==> src/rtl/spartan_reg_slave.sv <==
// spartan_reg_slave
// Spartan-bus responder in front of a bank of NREGS read/write registers.
// Request beats arrive on SpMBUS/SpMVLD/SpMRDY and response beats leave on
// SpSBUS/SpSVLD/SpSRDY. Every output comes straight from a flop.
//
// state   | meaning
// --------+------------------------------------------------------------
// IDLE    | ready for a read or write header; stray beats are dropped
// WDATA   | write header taken, waiting for the WR_DATA beat
// RSP_HDR | presenting RSP_OK / RSP_ERR carrying the request tag
// RSP_DAT | presenting RSP_DATA for a good read (captured on entry)

module spartan_reg_slave #(
    parameter int BWIDTH   = 64,
    parameter int NREGS    = 16,
    parameter int ADDR_LSB = 3
) (
    input  logic                      CLK,
    input  logic                      RST_N,
    input  logic [BWIDTH+1:0]         SpMBUS,
    input  logic                      SpMVLD,
    output logic                      SpMRDY,
    output logic [BWIDTH+1:0]         SpSBUS,
    output logic                      SpSVLD,
    input  logic                      SpSRDY,
    output logic [NREGS*BWIDTH-1:0]   REG_OUT,
    output logic [NREGS-1:0]          WR_PULSE
);

    localparam int BUSW = BWIDTH + 2;
    localparam int IDXW = $clog2(NREGS);

    // Byte-offset bits that must be zero, and the first byte address past the bank.
    localparam logic [31:0] ALIGN_MASK = (32'd1 << ADDR_LSB) - 32'd1;
    localparam logic [32:0] ADDR_LIMIT = 33'(NREGS) << ADDR_LSB;

    localparam logic [1:0] TYP_RD_HDR  = 2'b01;
    localparam logic [1:0] TYP_WR_HDR  = 2'b10;
    localparam logic [1:0] TYP_WR_DATA = 2'b11;

    localparam logic [1:0] RSP_OK   = 2'b01;
    localparam logic [1:0] RSP_ERR  = 2'b10;
    localparam logic [1:0] RSP_DATA = 2'b11;

    typedef enum logic [1:0] {
        IDLE    = 2'd0,
        WDATA   = 2'd1,
        RSP_HDR = 2'd2,
        RSP_DAT = 2'd3
    } stateT;

    stateT state;
    stateT stateNext;

    // Transaction context captured from the header beat.
    logic [7:0]      tagQ;
    logic [7:0]      tagNext;
    logic [IDXW-1:0] idxQ;
    logic [IDXW-1:0] idxNext;
    logic            errQ;
    logic            errNext;
    logic            rdQ;
    logic            rdNext;

    logic            mRdyNext;
    logic            sVldNext;
    logic [BUSW-1:0] sBusNext;
    logic            wrEn;
    logic [NREGS-1:0] pulseNext;

    logic [BWIDTH-1:0] regs [NREGS];

    logic            reqFire;
    logic            rspFire;
    logic [1:0]      reqType;
    logic [7:0]      reqTag;
    logic [31:0]     reqAddr;
    logic [IDXW-1:0] reqIdx;
    logic            reqBad;

    assign reqFire = SpMVLD & SpMRDY;
    assign rspFire = SpSVLD & SpSRDY;
    assign reqType = SpMBUS[BUSW-1:BWIDTH];
    assign reqTag  = SpMBUS[39:32];
    assign reqAddr = SpMBUS[31:0];
    assign reqIdx  = reqAddr[ADDR_LSB +: IDXW];
    assign reqBad  = ((reqAddr & ALIGN_MASK) != 32'd0) || ({1'b0, reqAddr} >= ADDR_LIMIT);

    // Status beat: type on top, tag in [39:32], everything else zero.
    function automatic logic [BUSW-1:0] mkRsp(input logic [1:0] typ, input logic [7:0] tag);
        logic [BUSW-1:0] r;
        r = '0;
        r[BUSW-1:BWIDTH] = typ;
        r[39:32]         = tag;
        return r;
    endfunction

    // State register.
    always_ff @(posedge CLK or negedge RST_N) begin
        if (!RST_N) begin
            state <= IDLE;
        end else begin
            state <= stateNext;
        end
    end

    // Next state plus next values of every registered output and the captured context.
    always_comb begin
        stateNext = state;
        tagNext   = tagQ;
        idxNext   = idxQ;
        errNext   = errQ;
        rdNext    = rdQ;
        sVldNext  = SpSVLD;
        sBusNext  = SpSBUS;
        wrEn      = 1'b0;
        pulseNext = '0;

        case (state)
            IDLE: begin
                if (reqFire) begin
                    case (reqType)
                        TYP_RD_HDR: begin
                            tagNext   = reqTag;
                            idxNext   = reqIdx;
                            errNext   = reqBad;
                            rdNext    = 1'b1;
                            stateNext = RSP_HDR;
                            sVldNext  = 1'b1;
                            sBusNext  = mkRsp(reqBad ? RSP_ERR : RSP_OK, reqTag);
                        end
                        TYP_WR_HDR: begin
                            tagNext   = reqTag;
                            idxNext   = reqIdx;
                            errNext   = reqBad;
                            rdNext    = 1'b0;
                            stateNext = WDATA;
                        end
                        default: ;
                    endcase
                end
            end

            WDATA: begin
                if (reqFire) begin
                    case (reqType)
                        TYP_WR_DATA: begin
                            wrEn      = !errQ;
                            stateNext = RSP_HDR;
                            sVldNext  = 1'b1;
                            sBusNext  = mkRsp(errQ ? RSP_ERR : RSP_OK, tagQ);
                        end
                        TYP_RD_HDR, TYP_WR_HDR: begin
                            // A new header aborts the pending write; the abort is
                            // reported against the original write tag.
                            errNext   = 1'b1;
                            stateNext = RSP_HDR;
                            sVldNext  = 1'b1;
                            sBusNext  = mkRsp(RSP_ERR, tagQ);
                        end
                        default: ;
                    endcase
                end
            end

            RSP_HDR: begin
                if (rspFire) begin
                    if (rdQ && !errQ) begin
                        stateNext = RSP_DAT;
                        sBusNext  = {RSP_DATA, regs[idxQ]};
                    end else begin
                        stateNext = IDLE;
                        sVldNext  = 1'b0;
                        sBusNext  = '0;
                    end
                end
            end

            RSP_DAT: begin
                if (rspFire) begin
                    stateNext = IDLE;
                    sVldNext  = 1'b0;
                    sBusNext  = '0;
                end
            end

            default: begin
                stateNext = IDLE;
                sVldNext  = 1'b0;
                sBusNext  = '0;
            end
        endcase

        if (wrEn) begin
            pulseNext[idxQ] = 1'b1;
        end

        mRdyNext = (stateNext == IDLE) || (stateNext == WDATA);
    end

    // Registered bus outputs, write strobes and transaction context.
    always_ff @(posedge CLK or negedge RST_N) begin
        if (!RST_N) begin
            SpMRDY   <= 1'b0;
            SpSVLD   <= 1'b0;
            SpSBUS   <= '0;
            WR_PULSE <= '0;
            tagQ     <= '0;
            idxQ     <= '0;
            errQ     <= 1'b0;
            rdQ      <= 1'b0;
        end else begin
            SpMRDY   <= mRdyNext;
            SpSVLD   <= sVldNext;
            SpSBUS   <= sBusNext;
            WR_PULSE <= pulseNext;
            tagQ     <= tagNext;
            idxQ     <= idxNext;
            errQ     <= errNext;
            rdQ      <= rdNext;
        end
    end

    // Register bank; the write lands on the same edge that raises SpSVLD.
    always_ff @(posedge CLK or negedge RST_N) begin
        if (!RST_N) begin
            for (int i = 0; i < NREGS; i++) begin
                regs[i] <= '0;
            end
        end else if (wrEn) begin
            regs[idxQ] <= SpMBUS[BWIDTH-1:0];
        end
    end

    for (genvar g = 0; g < NREGS; g++) begin : gExport
        assign REG_OUT[g*BWIDTH +: BWIDTH] = regs[g];
    end

endmodule

==> config.mk <==
export PLATFORM = sky130hd
export DESIGN_NAME = spartan_reg_slave
export DESIGN_NICKNAME = d
export VERILOG_FILES = /design/src/rtl/spartan_reg_slave.sv
export SDC_FILE = /design/constraint.sdc
export NUM_CORES = 1
export LEC_CHECK = 0
export ABC_AREA = 1
export CORE_AREA = 3 3 453 455
export DETAILED_ROUTE_END_ITERATION = 7
export DIE_AREA = 0 0 456 458
export HOLD_SLACK_MARGIN = 0.08
export PLACE_DENSITY = 0.46
export SLEW_MARGIN = 20
export SYNTH_ARGS = -nofsm -noshare
export SYNTH_HDL_FRONTEND = slang
export SYNTH_SLANG_ARGS = --single-unit
==> constraint.sdc <==
create_clock -name CLK -period 2.32 [get_ports CLK]
set_input_delay 0.232 -clock CLK [delete_from_list [all_inputs] [get_ports CLK]]
set_output_delay 0.232 -clock CLK [all_outputs]
set_load 0.01 [all_outputs]
-- After elaboration in Yosys (flattened, before gate mapping)
Cells that the tools add are included.
- input port bits: 70
- logic and storage cells: 112
- register bits: 1124
- output and inout port bits: 1108
- equality and inequality tests: 17
- $lt $le $gt $ge: 5
- bitwise logic cells: 3
- reduce and logical (&&, ||, !) cells: 18
- multiplexer cells: 44
- operators by type and width (operator ; number):
    1024-bit bitwise mux ; 1
    66-bit 2-to-1 mux ; 6
    66-bit one-hot mux with 4 select lines ; 1
    64-bit binary-select mux with 4-bit select ; 1
    64-bit demux with 4-bit select ; 1
    64-bit 2-to-1 mux ; 3
    66-bit one-hot mux with 2 select lines ; 1
    32-bit by 8-bit greater-or-equal comparator with 1-bit output, second input constant ; 1
    32-bit nonzero test ; 1
    2-bit != test, second input constant ; 9
    16-bit 2-to-1 mux ; 1
    2-bit 2-to-1 mux ; 8
    1-bit 2-to-1 mux ; 15
    2-bit equality test, second input constant ; 4
    2-bit one-hot mux with 4 select lines ; 1
    7-bit AND reduction ; 1
    2-bit by 1-bit equality test with 1-bit output, second input constant ; 3
    3-bit AND reduction ; 2
    6-bit AND reduction ; 1
    5-bit greater-or-equal comparator, second input constant ; 1
    4-bit by 5-bit < comparator with 1-bit output, second input constant ; 1
    5-bit by 1-bit < comparator with 1-bit output, second input constant ; 1
    4-bit NOT with 5-bit output ; 1
    5-bit AND reduction ; 1
    other kinds (14) ; 21

-- Longest topological paths before layout
- depth in word-level cells: 7
- depth in mapped cells: 11
- gate-level depth less buffers: 10

-- Worst setup path before layout
Ideal clock, no wire load.
- kind: register -> register
- start point: register SpMRDY
- end point: register regs, in the netlist REG_OUT[29]
- stages on the path, launching flop included: 11
- data required time: 2.185 ns
- buffers on the path: 3
- clock period less this slack: 1.622 ns
- slack: 0.698 ns
- setup time: 0.135 ns
- arrival: 1.487 ns
- cells stage by stage: dfrtp_1 nand2_1 inv_1 nand3_1 nor2_4 buf_6 nand3_1 buf_2 buf_2 nand2_1 o21ai_0
- longest elaborated chain between the ends: 3
- ends and longest elaborated chain (item ; line ; text):
    start, declared ; 22 ; output logic SpMRDY,
    start signal, assigned ; 213 ; SpMRDY <= mRdyNext;
    1-bit AND ; 81 ; assign reqFire = SpMVLD & SpMRDY;
    1-bit 2-to-1 mux ; 145 ; if (reqFire) begin
    1-bit 2-to-1 mux ; 119 ; case (state)
    end signal, assigned by index ; 231 ; regs[idxQ] <= SpMBUS[BWIDTH-1:0];
    end, declared ; 71 ; logic [BWIDTH-1:0] regs [NREGS];
Every way passes these cells.
A chain may end at the register's enable or synchronous reset.

-- Final worst setup path
- start point: register regs, in the netlist REG_OUT[799]
- end point: output REG_OUT[799]
- RTL lines (item ; line ; text):
    end, declared ; 26 ; output logic [NREGS*BWIDTH-1:0] REG_OUT,
No word-level cell between the ends.

==> reports/metrics.cfg <==
[setup_path]
criticalPathCategory = flop to output pin
worstSetupEndpointType = output pin
timing.rr.start = idxQ[0]$_DFFE_PN0P_
worstPathArrival_ps = 2000
path_cells = clkdlybuf4s50_1
critPathMaxFanout = 3
crit_family = buffers and inverters
critPathLaunchType = flop
r2r_slack_ps = 190
worst_path_largest_cell_delay_ps = 800
crit_required_ps = 2090
crit_path_start = REG_OUT[799]$_DFFE_PN0P_
slowest_stage = clkdlybuf4s50_1
crit_buf_inv = 1

[outcome]
status = finished, final reports clean

[grt]
grt_pass1_vias = 48500
antenna_found_initial = 14
overflow = 0
grt_max_degree = 110
track_usage_pct = 25.4
grt_pass1_wl_mm = 384

[sta]
layout_min_cycle_time_ps = 2230
tns_ps = 0
setup_violations = 0
relSlewSlack_pct = 49.8
final.setup_skew_ps = 24.8
hold_viol_final = 0
drv_slew = 0
worst-slew-pin-transition_ps = 753
period_share_pct = 96.3
grt_setup_unrepaired = false
max_freq_mhz = 448

[layout]
finish.instance_area_um2 = 72200
area_growth_pct = 40.8
layout.nets = 7949
final_layout_size_suffix_gt1_share_pct = 6.30
num-fill-cells = 21100

[route]
wl_per_cell_um = 25.6
drtIter0Drc = 4637
routed_wl_mm = 273
first_pass_iters = 6
vias = 50600
vias_per_cell = 4.74
ant_nets = 0
route.detailed.drc = 0

[floorplan]
fp.dieH_um = 458
rows = 165
ioPinCount = 1178
fp.dieW_um = 456
die-area_um2 = 209000
start_util_pct = 25.4
core_um2 = 202000

[clocking]
tritoncts = done
htreeDepth = 4
cts_sinks = 1124
cts_setup_buffers = 0
clockRootBuffer = clkbuf_16
cts.reportedPaths.clkPinSlew_ps = 60
clk_path_buf_depth = 3
clk_latency_ps = 810
cts_buffers = 140

[min_path]
min_from = SpMBUS[55]
min_path_type = input pin to flop

[synthesis]
synthDistinctLibCells = 25
syn_nets = 6881
syn_area_um2 = 51300
ys_warn_count = 0
ys_seq_area_share_pct = 54.9
synth_area_per_cell_um2 = 7.53
ys_ff_latch = 1124
syn_inst = 6807

[placement]
io_buffers = 1177
gp_congestion = 0.893
dpl_cell_area_um2 = 67600
dp_hpwl_mm = 195

[power]
p_sw_uw = 10200
power_leakage_uw = 0.0347
power_frac_comb_pct = 2.7
seq_power_share_pct = 46.2
clock_power_share_pct = 51.1
ir_drop_mv = 0.679
internal-power_uw = 32300
power_density_nw_per_um2 = 589
switching_share_pct = 24.0

[job]
maxCapViolCount = 0

synth_stat cells:
cell type,number,area [um^2]
nand2_1,3893,14600
dfrtp_1,1124,28100
clkbuf_1,242,908
nor2_4,1,11.3
a21oi_1,3,15.0
clkinv_1,1,3.75
o21ai_1,659,3300
o21ai_0,452,2260
buf_2,237,1190
inv_2,6,22.5
a31oi_1,1,6.26
o211ai_1,1,7.51
ha_1,4,50.1
buf_6,1,11.3
o2111ai_1,1,8.76
nand3_1,26,130
buf_1,24,90.1
nor2_1,21,78.8
a21boi_0,1,7.51
o21a_1,1,7.51
and3_1,1,6.26
nor2_2,3,18.8
nor3_1,1,5.00
inv_1,102,383
nand4_1,1,6.26
registers in the layout (all words and copies together) (netlist names):
register  cells
REG_OUT    1024
SpSBUS       66
WR_PULSE     16
tagQ          8
idxQ          4
state         2
SpMRDY        1
SpSVLD        1
errQ          1
rdQ           1
through the flow:
stage | setup WS (ps) | cells | total power, uW | hold slack, ps | utilization (%)
after global routing | 22.5 | 10700 | 43800 | 191 | 35.8
after floorplan | 698 | 6807 | 20200 | -63.6 | -
final | 85.8 | 10700 | 42500 | 198 | 35.8
after CTS | 3.15 | 10700 | 43000 | 138 | 35.8
after global placement | -1.55 | 10400 | 21100 | 223 | 33.5
after detailed placement | 4.35 | 10400 | 21100 | 227 | 33.5
worst reg2reg max path: stages (launching register included):
cell,delay (ps)
dfrtp_4,570
inv_8,240
buf_12,280
buf_12,220
nand2_1,70
nand2_1,100
nand2_1,70
nand2_1,70
nand2_1,40
nand2_1,80
o21ai_1,120
buf_4,180
nand2_1,40
layout by cell type (no fill, tap or decap), types with 29 or more instances in the layout:
| master | n |
|---|---|
| buf_12 | 105 |
| buf_4 | 146 |
| clkbuf_1 | 29 |
| clkbuf_16 | 142 |
| clkdlybuf4s50_1 | 1169 |
| clkinv_2 | 30 |
| dfrtp_1 | 1121 |
| inv_1 | 101 |
| nand2_1 | 3893 |
| o21ai_0 | 451 |
| o21ai_1 | 660 |
worst paths after layout:
kind	cells after the start	endpoint
min	3	REG_OUT[951]$_DFFE_PN0P_
max reg2reg	12	SpSBUS[35]$_DFFE_PN0P_
max in group asynchronous	3	REG_OUT[287]$_DFFE_PN0P_
min reg2reg	2	SpSBUS[4]$_DFFE_PN0P_
max	1	REG_OUT[799]
min in group asynchronous	3	REG_OUT[426]$_DFFE_PN0P_
cell type report:
class	count	area [um^2]	share of cell area [%]
clock buffer	196	4010	5.55
timing repair buffer	1430	15000	20.8
clock inverter	52	472	0.654
multi-input combinational	5070	20800	28.8
sequential	1124	28100	39.0
tap	2672	3340	4.63
inverter	109	429	0.595
antenna	9	22.5	0.0312
repair_timing:
action	4_1_cts	5_1_grt
hold endpoints to repair	916	0
hold buffers	3	0
pin swaps	0	0
resized for setup	7	1
endpoints found under the setup margin	7	1
power by group through the flow:
stage               Sequential (uW)  Clock [uW]  Combinational [uW]
floorplan                     20000           0                 215
global placement              20000           0                1180
detailed placement            20000           0                1190
CTS                           19600       22200                1190
global route                  19600       22900                1270
finish                        19600       21700                1160
metal layers:
layer,track usage [%],share of wire (%),vias to the layer above
met2,41.3,47,1998
met4,13.0,5.6,2
met5,0,0.0044,-
met1,31.8,41,24700
li1,-,-,23500
met3,5.59,6.8,417
cell families (layout without fill, tap and decap cells):
logic type / after synthesis / after routing / share of synthesized area [%]
other: 0 / 9 / 0
AO/OA/AOI/OAI: 1119 / 1119 / 10.9
flip-flops: 1124 / 1124 / 54.9
buffers and inverters: 613 / 1787 / 5.08
AND/OR/NAND/NOR: 3947 / 3947 / 29.0
adder cells (fa/ha/maj): 4 / 4 / 0.0976
No activity file was read; power rests on OpenSTA's default activity.
